`config.mk`:
```
export PLATFORM = sky130hd
export DESIGN_NAME = hazard_stall_ctrl
export DESIGN_NICKNAME = d
export VERILOG_FILES = /design/src/rtl/hazard_stall_ctrl.sv
export SDC_FILE = /design/constraint.sdc
export NUM_CORES = 1
export LEC_CHECK = 0
export ABC_AREA = 0
export CAP_MARGIN = 20
export CORE_ASPECT_RATIO = 1.25
export CORE_MARGIN = 1.5
export CORE_UTILIZATION = 33
export CTS_CLUSTER_DIAMETER = 40
export DETAILED_ROUTE_END_ITERATION = 12
export GPL_ROUTABILITY_DRIVEN = 0
export PLACE_DENSITY = 0.83
export SYNTH_ARGS = -nofsm -noshare
export SYNTH_HDL_FRONTEND = slang
export SYNTH_SLANG_ARGS = --single-unit
```
`constraint.sdc`:
```
create_clock -name clk -period 2.17 [get_ports clk]
set_input_delay 0.217 -clock clk [delete_from_list [all_inputs] [get_ports clk]]
set_output_delay 0.217 -clock clk [all_outputs]
set_load 0.01 [all_outputs]
```
`src/rtl/hazard_stall_ctrl.sv`:
```
// Stall/flush sequencer for the 5-stage pipeline: load-use, branch-on-load and mult/div busy
// hazards. It drives the PC and IF/ID write enables, the ID/EX bubble, the IF/ID flush and md_start.
module hazard_stall_ctrl #(
    parameter int MD_LAT = 4,
    parameter int CNT_W  = 3
) (
    input  logic       clk,
    input  logic       rst_n,
    input  logic [4:0] id_rs,
    input  logic [4:0] id_rt,
    input  logic       id_uses_rt,
    input  logic       id_branch,
    input  logic       id_taken,
    input  logic       id_md_op,
    input  logic       id_md_read,
    input  logic       ex_memread,
    input  logic       ex_regwrite,
    input  logic [4:0] ex_dst,
    input  logic       mem_memread,
    input  logic [4:0] mem_dst,
    output logic       pc_write,
    output logic       ifid_write,
    output logic       idex_bubble,
    output logic       ifid_flush,
    output logic       md_start,
    output logic       md_busy,
    output logic [1:0] stall_cause,
    output logic       dbgState
);

    typedef enum logic {RUN = 1'b0, BSTALL = 1'b1} stateT;

    localparam logic [CNT_W-1:0] MD_LOAD = CNT_W'(MD_LAT);

    stateT            state;
    stateT            stateNext;
    logic [CNT_W-1:0] mdCnt;

    logic exMatch;
    logic memMatch;
    logic loadUse;
    logic branchLoad2;
    logic branchLoad1;
    logic mdHazard;
    logic inBStall;
    logic stall;

    // Register 0 is hardwired, so a write to it never creates a dependency.
    assign exMatch  = (ex_dst != 5'd0) &&
                      ((ex_dst == id_rs) || (id_uses_rt && (ex_dst == id_rt)));
    assign memMatch = (mem_dst != 5'd0) &&
                      ((mem_dst == id_rs) || (id_uses_rt && (mem_dst == id_rt)));

    assign loadUse     = ex_memread & exMatch & ~id_branch;
    assign branchLoad2 = id_branch & ex_memread & exMatch;
    assign branchLoad1 = id_branch & mem_memread & memMatch;
    assign md_busy     = (mdCnt != '0);
    assign mdHazard    = (id_md_op | id_md_read) & md_busy;
    assign inBStall    = (state == BSTALL);
    assign stall       = loadUse | branchLoad1 | branchLoad2 | mdHazard | inBStall;
    assign dbgState    = state;

    // A non-load EX writer feeding an ID branch is covered by the EX->ID forward path,
    // so ex_regwrite only qualifies forwarding elsewhere and never stalls here.
    logic unusedRegwrite;
    assign unusedRegwrite = ex_regwrite;

    always_ff @(posedge clk or negedge rst_n) begin
        if (!rst_n) begin
            state <= RUN;
        end else begin
            state <= stateNext;
        end
    end

    always_comb begin
        stateNext   = state;
        pc_write    = 1'b1;
        ifid_write  = 1'b1;
        idex_bubble = 1'b0;
        ifid_flush  = 1'b0;
        md_start    = 1'b0;
        stall_cause = 2'b00;

        case (state)
            RUN:     if (branchLoad2 && !mdHazard) stateNext = BSTALL;
            BSTALL:  stateNext = RUN;
            default: stateNext = RUN;
        endcase

        if (stall) begin
            pc_write    = 1'b0;
            ifid_write  = 1'b0;
            idex_bubble = 1'b1;
        end else begin
            ifid_flush = id_taken;
            md_start   = id_md_op;
        end

        // In BSTALL the load has moved to MEM, so branchLoad1 marks the same stall.
        if (mdHazard) begin
            stall_cause = 2'b11;
        end else if (branchLoad1 || branchLoad2 || inBStall) begin
            stall_cause = 2'b10;
        end else if (loadUse) begin
            stall_cause = 2'b01;
        end
    end

    always_ff @(posedge clk or negedge rst_n) begin
        if (!rst_n) begin
            mdCnt <= '0;
        end else if (md_start) begin
            mdCnt <= MD_LOAD;
        end else if (mdCnt != '0) begin
            mdCnt <= mdCnt - 1'b1;
        end
    end

endmodule

```
### Yosys cells after proc, flatten, opt, wreduce, memory -nomap -nowiden

Index checks and enable logic that the tools add are counted.
Widths: inputs -> output; s select.

| cells by class | value |
|---|---|
| add/subtract/negate cells | 1 |
| equality and inequality tests | 4 |
| muxes and demuxes | 11 |
| bitwise gates (word level) | 14 |
| reduce and logical (&&, ||, !) cells | 14 |

Operators with widths:

| kind | count |
|---|---|
| $eq 5x5->1 | 4 |
| $reduce_bool 5->1 | 2 |
| $and 1x1->1 | 7 |
| $mux 1 | 6 |
| $mux 3 | 2 |
| $logic_and 1x1->1 | 5 |
| $or 1x1->1 | 5 |
| $logic_or 1x1->1 | 4 |
| $mux 2 | 2 |
| $reduce_bool 3->1 | 1 |
| $sub 3x1->3 const B | 1 |
| $not 1->1 | 2 |
| $pmux 1 s2 | 1 |
| $reduce_bool 2->1 | 1 |
| $logic_not 1->1 | 1 |

| storage, ports and cells | value |
|---|---|
| register bits after elaboration | 4 |
| input bits | 30 |
| output and inout bits | 9 |

### Depth between registers and ports, before layout

Gate-level depths: netlist (run 1).

| depth | value |
|---|---|
| word-level depth | 12 |
| mapped depth | 7 |
| gate-level depth less buffers | 7 |

### Least setup slack after synthesis (run 1)

OpenSTA, ideal clock, no wires.

| timing path | value |
|---|---|
| path type | reg2out |
| start | register mdCnt[0] |
| end | output port ifid_flush |
| data arrival time | 1.772 ns |
| required time | 1.953 ns |
| slack | 0.181 ns |
| stages on the path, launching flop included | 8 |
| path through | dfrtp_1 > inv_1 > ha_1 > nand2b_1 > o21a_1 > or2_2 > a221oi_4 > and2_2 |

| between the ends | value |
|---|---|
| word-level cells in the longest chain between the ends | 5 |

RTL lines:

| item | RTL line | text |
|---|---|---|
| start, declared | 37 | `logic [CNT_W-1:0] mdCnt;` |
| start signal, assigned | 116 | `mdCnt <= mdCnt - 1'b1;` |
| $reduce_bool 3->1 | 57 | `assign md_busy = (mdCnt != '0);` |
| net md_busy | 26 | `output logic md_busy,` |
| $and 1x1->1 | 58 | `assign mdHazard = (id_md_op \| id_md_read) & md_busy;` |
| $or 1x1->1 (2 in a row) | 60 | `assign stall = loadUse \| branchLoad1 \| branchLoad2 \| mdHazard \| inBStall;` |
| $mux 1 | 91 | `if (stall) begin` |
| end, declared | 24 | `output logic ifid_flush,` |

The timed path passes the listed nets, and every way through them passes these cells.

### Worst setup path after layout (run 1)

| timing path | value |
|---|---|
| start | register mdCnt[0] |
| end | output port md_start |

| between the ends | value |
|---|---|
| word-level cells in the longest chain between the ends | 5 |

RTL lines:

| item | RTL line | text |
|---|---|---|
| $reduce_bool 3->1 | 57 |  |
| $and 1x1->1 | 58 |  |
| $or 1x1->1 (2 in a row) | 60 |  |
| $mux 1 | 91 |  |
| end, declared | 25 | `output logic md_start,` |

No other way between the ends.

==> metrics.cfg, run 1 <==
[critical_path]
crit_start=mdCnt[0]
worstPathMaxFanout=3
slowest_delay_ps=370
crit_cells=9
timing.reg2reg.setup_slack_ps=530
worstSetupPathType=reg2out
r2r-start=mdCnt[0]
required_ps=1950
path_cells=inv_2, ha_4, nand2b_4, o21a_1, or2_4, a221oi_4, buf_4, and2_4, buf_6
startpoint_type=register
endpoint=md_start
critPathBufInv=3
critical_path_arrival_ps=1880
end_kind=output pin
cp_slowest_cell=dfrtp_1
cpLargestDelayFamily=simple AND/OR/NAND/NOR gates
worst_r2r_endpoint=mdCnt[1]
r2r_cells=8

[power_and_ir_drop]
swShare_pct=35.2
seqPwrFrac_pct=14.4
p_int_uw=564
pwr-share-comb_pct=74.9
peakVddDrop_v=0.000752
p_leak_uw=0.000502
power_uw=872
clkPwrFrac_pct=10.6
switching_power_uw=307
p_per_area_mw_per_mm2=752

[finish]
multi_input_area_um2=452
fin_nets=163
seqCellArea_um2=100
fillers=126
antennaDiodeCount=0
syn_to_final_growth_pct=115
fin_util_pct=75.2
post_route_cells_drive_above_1_share_pct=35.7
stdcell_area_mm2=0.00116

[logic_synthesis]
yosysMostFrequentCell=xnor2_1
synth-seq-cells=4
synth_commonest_cells=xnor2_1 (21), nand2_1 (5), dfrtp_1 (4), nor2_1 (4)
yosys.area.top_type=xnor2_1
synth_cells=63
async_flop_share_pct=100
synth_warnings=0
yosysSeqAreaShare_pct=18.6
synth_edf_count=0
ys.flop_type=dfrtp_1
synth.top_cell.area_share_pct=34.1
syn_area_um2=539
synth.area.top_cells=xnor2_1 (34%), dfrtp_1 (19%), a221oi_4 (4.9%)
synth.distinct_cells=23
syn-num-nets=95
synth.avg_cell_area_um2=8.56

[flow_run]
max-cap-violations=0

[clock_network]
numCtsBuffers=3
cts_tree=done
path_clk_slew_ps=40
cts_num_sinks=4
clock_path_buffers=2
cts_root_buf=clkbuf_4
htreeDepth=1
clk_latency_ps=240

[sta]
max_freq_mhz=478
fin_worst_skew_ps=9.04
max_slew_margin_pct=83.4
rsz0062_at_grt=true
fin_ws_ps=77.5
tightestPinTransition_ps=249
holdWs_ps=179
period_share_pct=96.4
period_needed_ps=2090
finalHoldViolCount=0
drv_slew=0
setup_viol=0

[die]
die-height_um=48.2
start_util_pct=35.0
core-area_mm2=0.00154
die_w_um=39.2
rows=16
die_area_mm2=0.00189
num_io_pins=39

[grt]
grt_pass1_wl_mm=2.97
grt_start_max_net_pins=6
track_usage_pct=23.7
grt-ovfl-total=0
use_met3_pct=4.57
busiest_layer=met2
grt_pass1_vias=759
grt.met1_usage_pct=21.1
grt_util_met2_pct=49.0
antenna_found_initial=0

[detailed_routing]
num_vias=729
drt_first_pass_iters=4
postRouteWirelength_mm=2.09
drcViolationCount=0
final_antenna_net_count=0
drtIter0Drc=10
drt-wirelength-per-cell_um=14.2
via_per_inst=4.96

[status]
status=finished clean

[placement]
post-dp-hpwl_mm=1.60
post_dp_cell_area_mm2=0.00107
preCtsSetupSlack_ps=-508
io_buffers=37

[worst_hold_path]
hold_class=in2async

[repair_timing]
item / in CTS / in global routing
buffers inserted: 8 / 1
pin swaps: 9 / 3
gates resized for setup: 47 / 1
endpoints found under the setup margin: 7 / 4
hold buffers: 0 / 0
[power by group through the flow]
stage,registers (uW),logic [uW],clock network [uW]
2_1_floorplan,120,256,0
3_3_place_gp,121,541,0
3_5_place_dp,122,560,0
4_1_cts,125,646,99.5
5_1_grt,129,702,104
6_report,126,653,92.7
[area by class of cell]
type / instances / share of cell area (%)
tap: 18 / 1.94
multi-input combinational: 55 / 39.0
timing repair buffer: 64 / 47.5
inverter: 3 / 0.972
clock buffer: 3 / 1.94
sequential: 4 / 8.64
[how the worst min path moves through the flow]
| stage | startpoint | endpoint | slack, ps | depth (start not counted) |
|---|---|---|---|---|
| 2_1_floorplan | rst_n | dbgState | -80 | 0 |
| 3_5_place_dp | rst_n | dbgState | 430 | 1 |
| 4_1_cts | rst_n | dbgState | 170 | 1 |
| 5_1_grt | rst_n | dbgState | 190 | 1 |
| 3_3_place_gp | rst_n | dbgState | 430 | 1 |
| 6_report | rst_n | mdCnt[2] | 180 | 1 |
[sequential cells by signal, summed over array words and instances, names as in the netlist]
register / count
mdCnt: 3
dbgState: 1
[kinds of logic (layout without fill, tap and decap cells)]
family	count (synthesis)	after routing	synth area share [%]
XOR/XNOR	21	21	34.1
AO/OA/AOI/OAI	11	11	19.0
buffers and inverters	4	70	3.48
AND/OR/NAND/NOR	21	21	20.2
adder cells (fa/ha/maj)	2	2	4.64
flip-flops	4	4	18.6
[routing by layer]
| metal | routed length [um] | vias to the layer above |
|---|---|---|
| li1 | - | 353 |
| met1 | 776 | 342 |
| met2 | 1150 | 34 |
| met3 | 161 | 0 |
| met4 | 0 | 0 |
| met5 | 0 | - |
[stage by stage]
stage          cells  setup TNS, ps
2_1_floorplan     63              0
3_3_place_gp     137          -2620
3_5_place_dp     137          -3060
4_1_cts          147              0
5_1_grt          147          -26.5
6_report         147              0
[layout by cell type, fill, tap and decap left out, types with 3 or more instances in the layout]
master           Yosys  routed
nand2_1              5       5
clkdlybuf4s15_1      0       4
xnor2_1             21      21
clkdlybuf4s50_1      0      20
buf_2                0       3
clkbuf_4             0       3
nor2_1               4       4
nand3_1              3       3
dlygate4sd2_1        0       8
buf_4                1      27
dfrtp_1              4       4
Note: power is estimated with default switching activity, not from simulation.
==> run 2: changes to the inputs <==
Settings changed: RECOVER_POWER from default to 50.
==> metrics.cfg, run 2 (same netlist as run 1, synthesis figures left out) <==
[status]
status=finished clean

[detailed_routing]
postRouteWirelength_mm=2.09
via_per_inst=4.96
num_vias=729
drt_first_pass_iters=4
drt-wirelength-per-cell_um=14.2
final_antenna_net_count=0
drtIter0Drc=10
drcViolationCount=0

[grt]
grt_pass1_wl_mm=2.97
grt_pass1_vias=759
grt_start_max_net_pins=6
antenna_found_initial=0
track_usage_pct=23.7
grt-ovfl-total=0

[critical_path]
critical_path_arrival_ps=1880
worstSetupPathType=reg2out
r2r-start=mdCnt[0]
end_kind=output pin
crit_start=mdCnt[0]
worstPathMaxFanout=3
startpoint_type=register
required_ps=1950

[power_and_ir_drop]
p_leak_uw=0.000502
p_per_area_mw_per_mm2=752
peakVddDrop_v=0.000752

[die]
start_util_pct=35.0
die-height_um=48.2
die_area_mm2=0.00189
core-area_mm2=0.00154
rows=16
die_w_um=39.2
num_io_pins=39

[placement]
post_dp_cell_area_mm2=0.00107
io_buffers=37
place_inst=137
post-dp-hpwl_mm=1.60
preCtsSetupSlack_ps=-508

[clock_network]
htreeDepth=1
clk_latency_ps=240
clock_path_buffers=2
hold_buffers=0
cts_root_buf=clkbuf_4
path_clk_slew_ps=40
numCtsBuffers=3
cts_num_sinks=4
cts_tree=done

[sta]
holdWs_ps=250
rsz0062_at_grt=true
max_freq_mhz=478
tightestPinTransition_ps=249
finalHoldViolCount=0
fin_worst_skew_ps=8.94
period_needed_ps=2090
max_slew_margin_pct=83.4
period_share_pct=96.4
fin_ws_ps=77.5
setup_viol=0
drv_slew=0

[finish]
stdcell_area_mm2=0.00116
largest_reg_flops=3
fin_nets=163
top_register=mdCnt
antennaDiodeCount=0
post_route_cells_drive_above_1_share_pct=35.7
mostFrequentLayoutCells=buf_4 (27), xnor2_1 (21), clkdlybuf4s50_1 (19)
instances_no_fill=147
layout_commonest_cell=buf_4
syn_to_final_growth_pct=115
fillers=126

[worst_hold_path]
hold_class=in2async

[flow_run]
max-cap-violations=0

run 2: cell count changes in the layout (fill, tap and decap cells not counted), sizes merged:
cell / change
dlygate4sd3: +1
clkdlybuf4s50: -1
run 2: layout make-up:
type,count,area (um^2),share of cell area (%)
timing repair buffer,64,551,47.5
inverter,3,11.3,0.972
tap,18,22.5,1.94
clock buffer,3,22.5,1.94
multi-input combinational,55,452,39.0
sequential,4,100,8.64
run 2: worst max-delay path: stages, from the launching register on:
cell,delay [ps]
dfrtp_1,370
inv_2,80
ha_4,150
nand2b_4,50
o21a_1,120
or2_4,250
a221oi_4,230
buf_4,170
and2_4,130
buf_6,90
run 2: power by group:
part           leakage, uW  internal (uW)  switching, uW
Combinational     0.000439            396            257
Clock            0.0000138           61.9           30.8
Sequential       0.0000494            106           19.2
run 2: metal layers:
layer  GRT usage [%]  vias up  routed length [um]
met5               0        -                   0
met4            11.7        0                   0
met3            4.57        0                 161
met2            49.0       34                1150
met1            21.1      342                 777
li1                -      353                   -
run 2: repair_timing:
action | CTS | global route
gates resized for setup | 47 | 1
endpoints found under the setup margin | 7 | 4
pin swaps | 9 | 3
endpoints found under the hold margin | 0 | 0
buffers inserted | 8 | 1
run 2: per-stage QoR:
| stage | TNS (ps) | total power (uW) | util (%) |
|---|---|---|---|
| finish | 0 | 871 | 75.2 |
| global placement | -2620 | 662 | 69.7 |
| global route | -26.5 | 934 | 75.2 |
| floorplan | 0 | 376 | - |
| detailed placement | -3060 | 681 | 69.7 |
| CTS | 0 | 871 | 75.0 |
run 2: worst paths after layout:
check                      slack [ps]  cells past startpoint       end
max                                80                      9  md_start
min                               250                      1  mdCnt[2]
max reg2reg                       530                      8  mdCnt[1]
min reg2reg                       640                      2  mdCnt[1]
max in group asynchronous        1740                      1  mdCnt[0]
min in group clk                  640                      2  mdCnt[1]
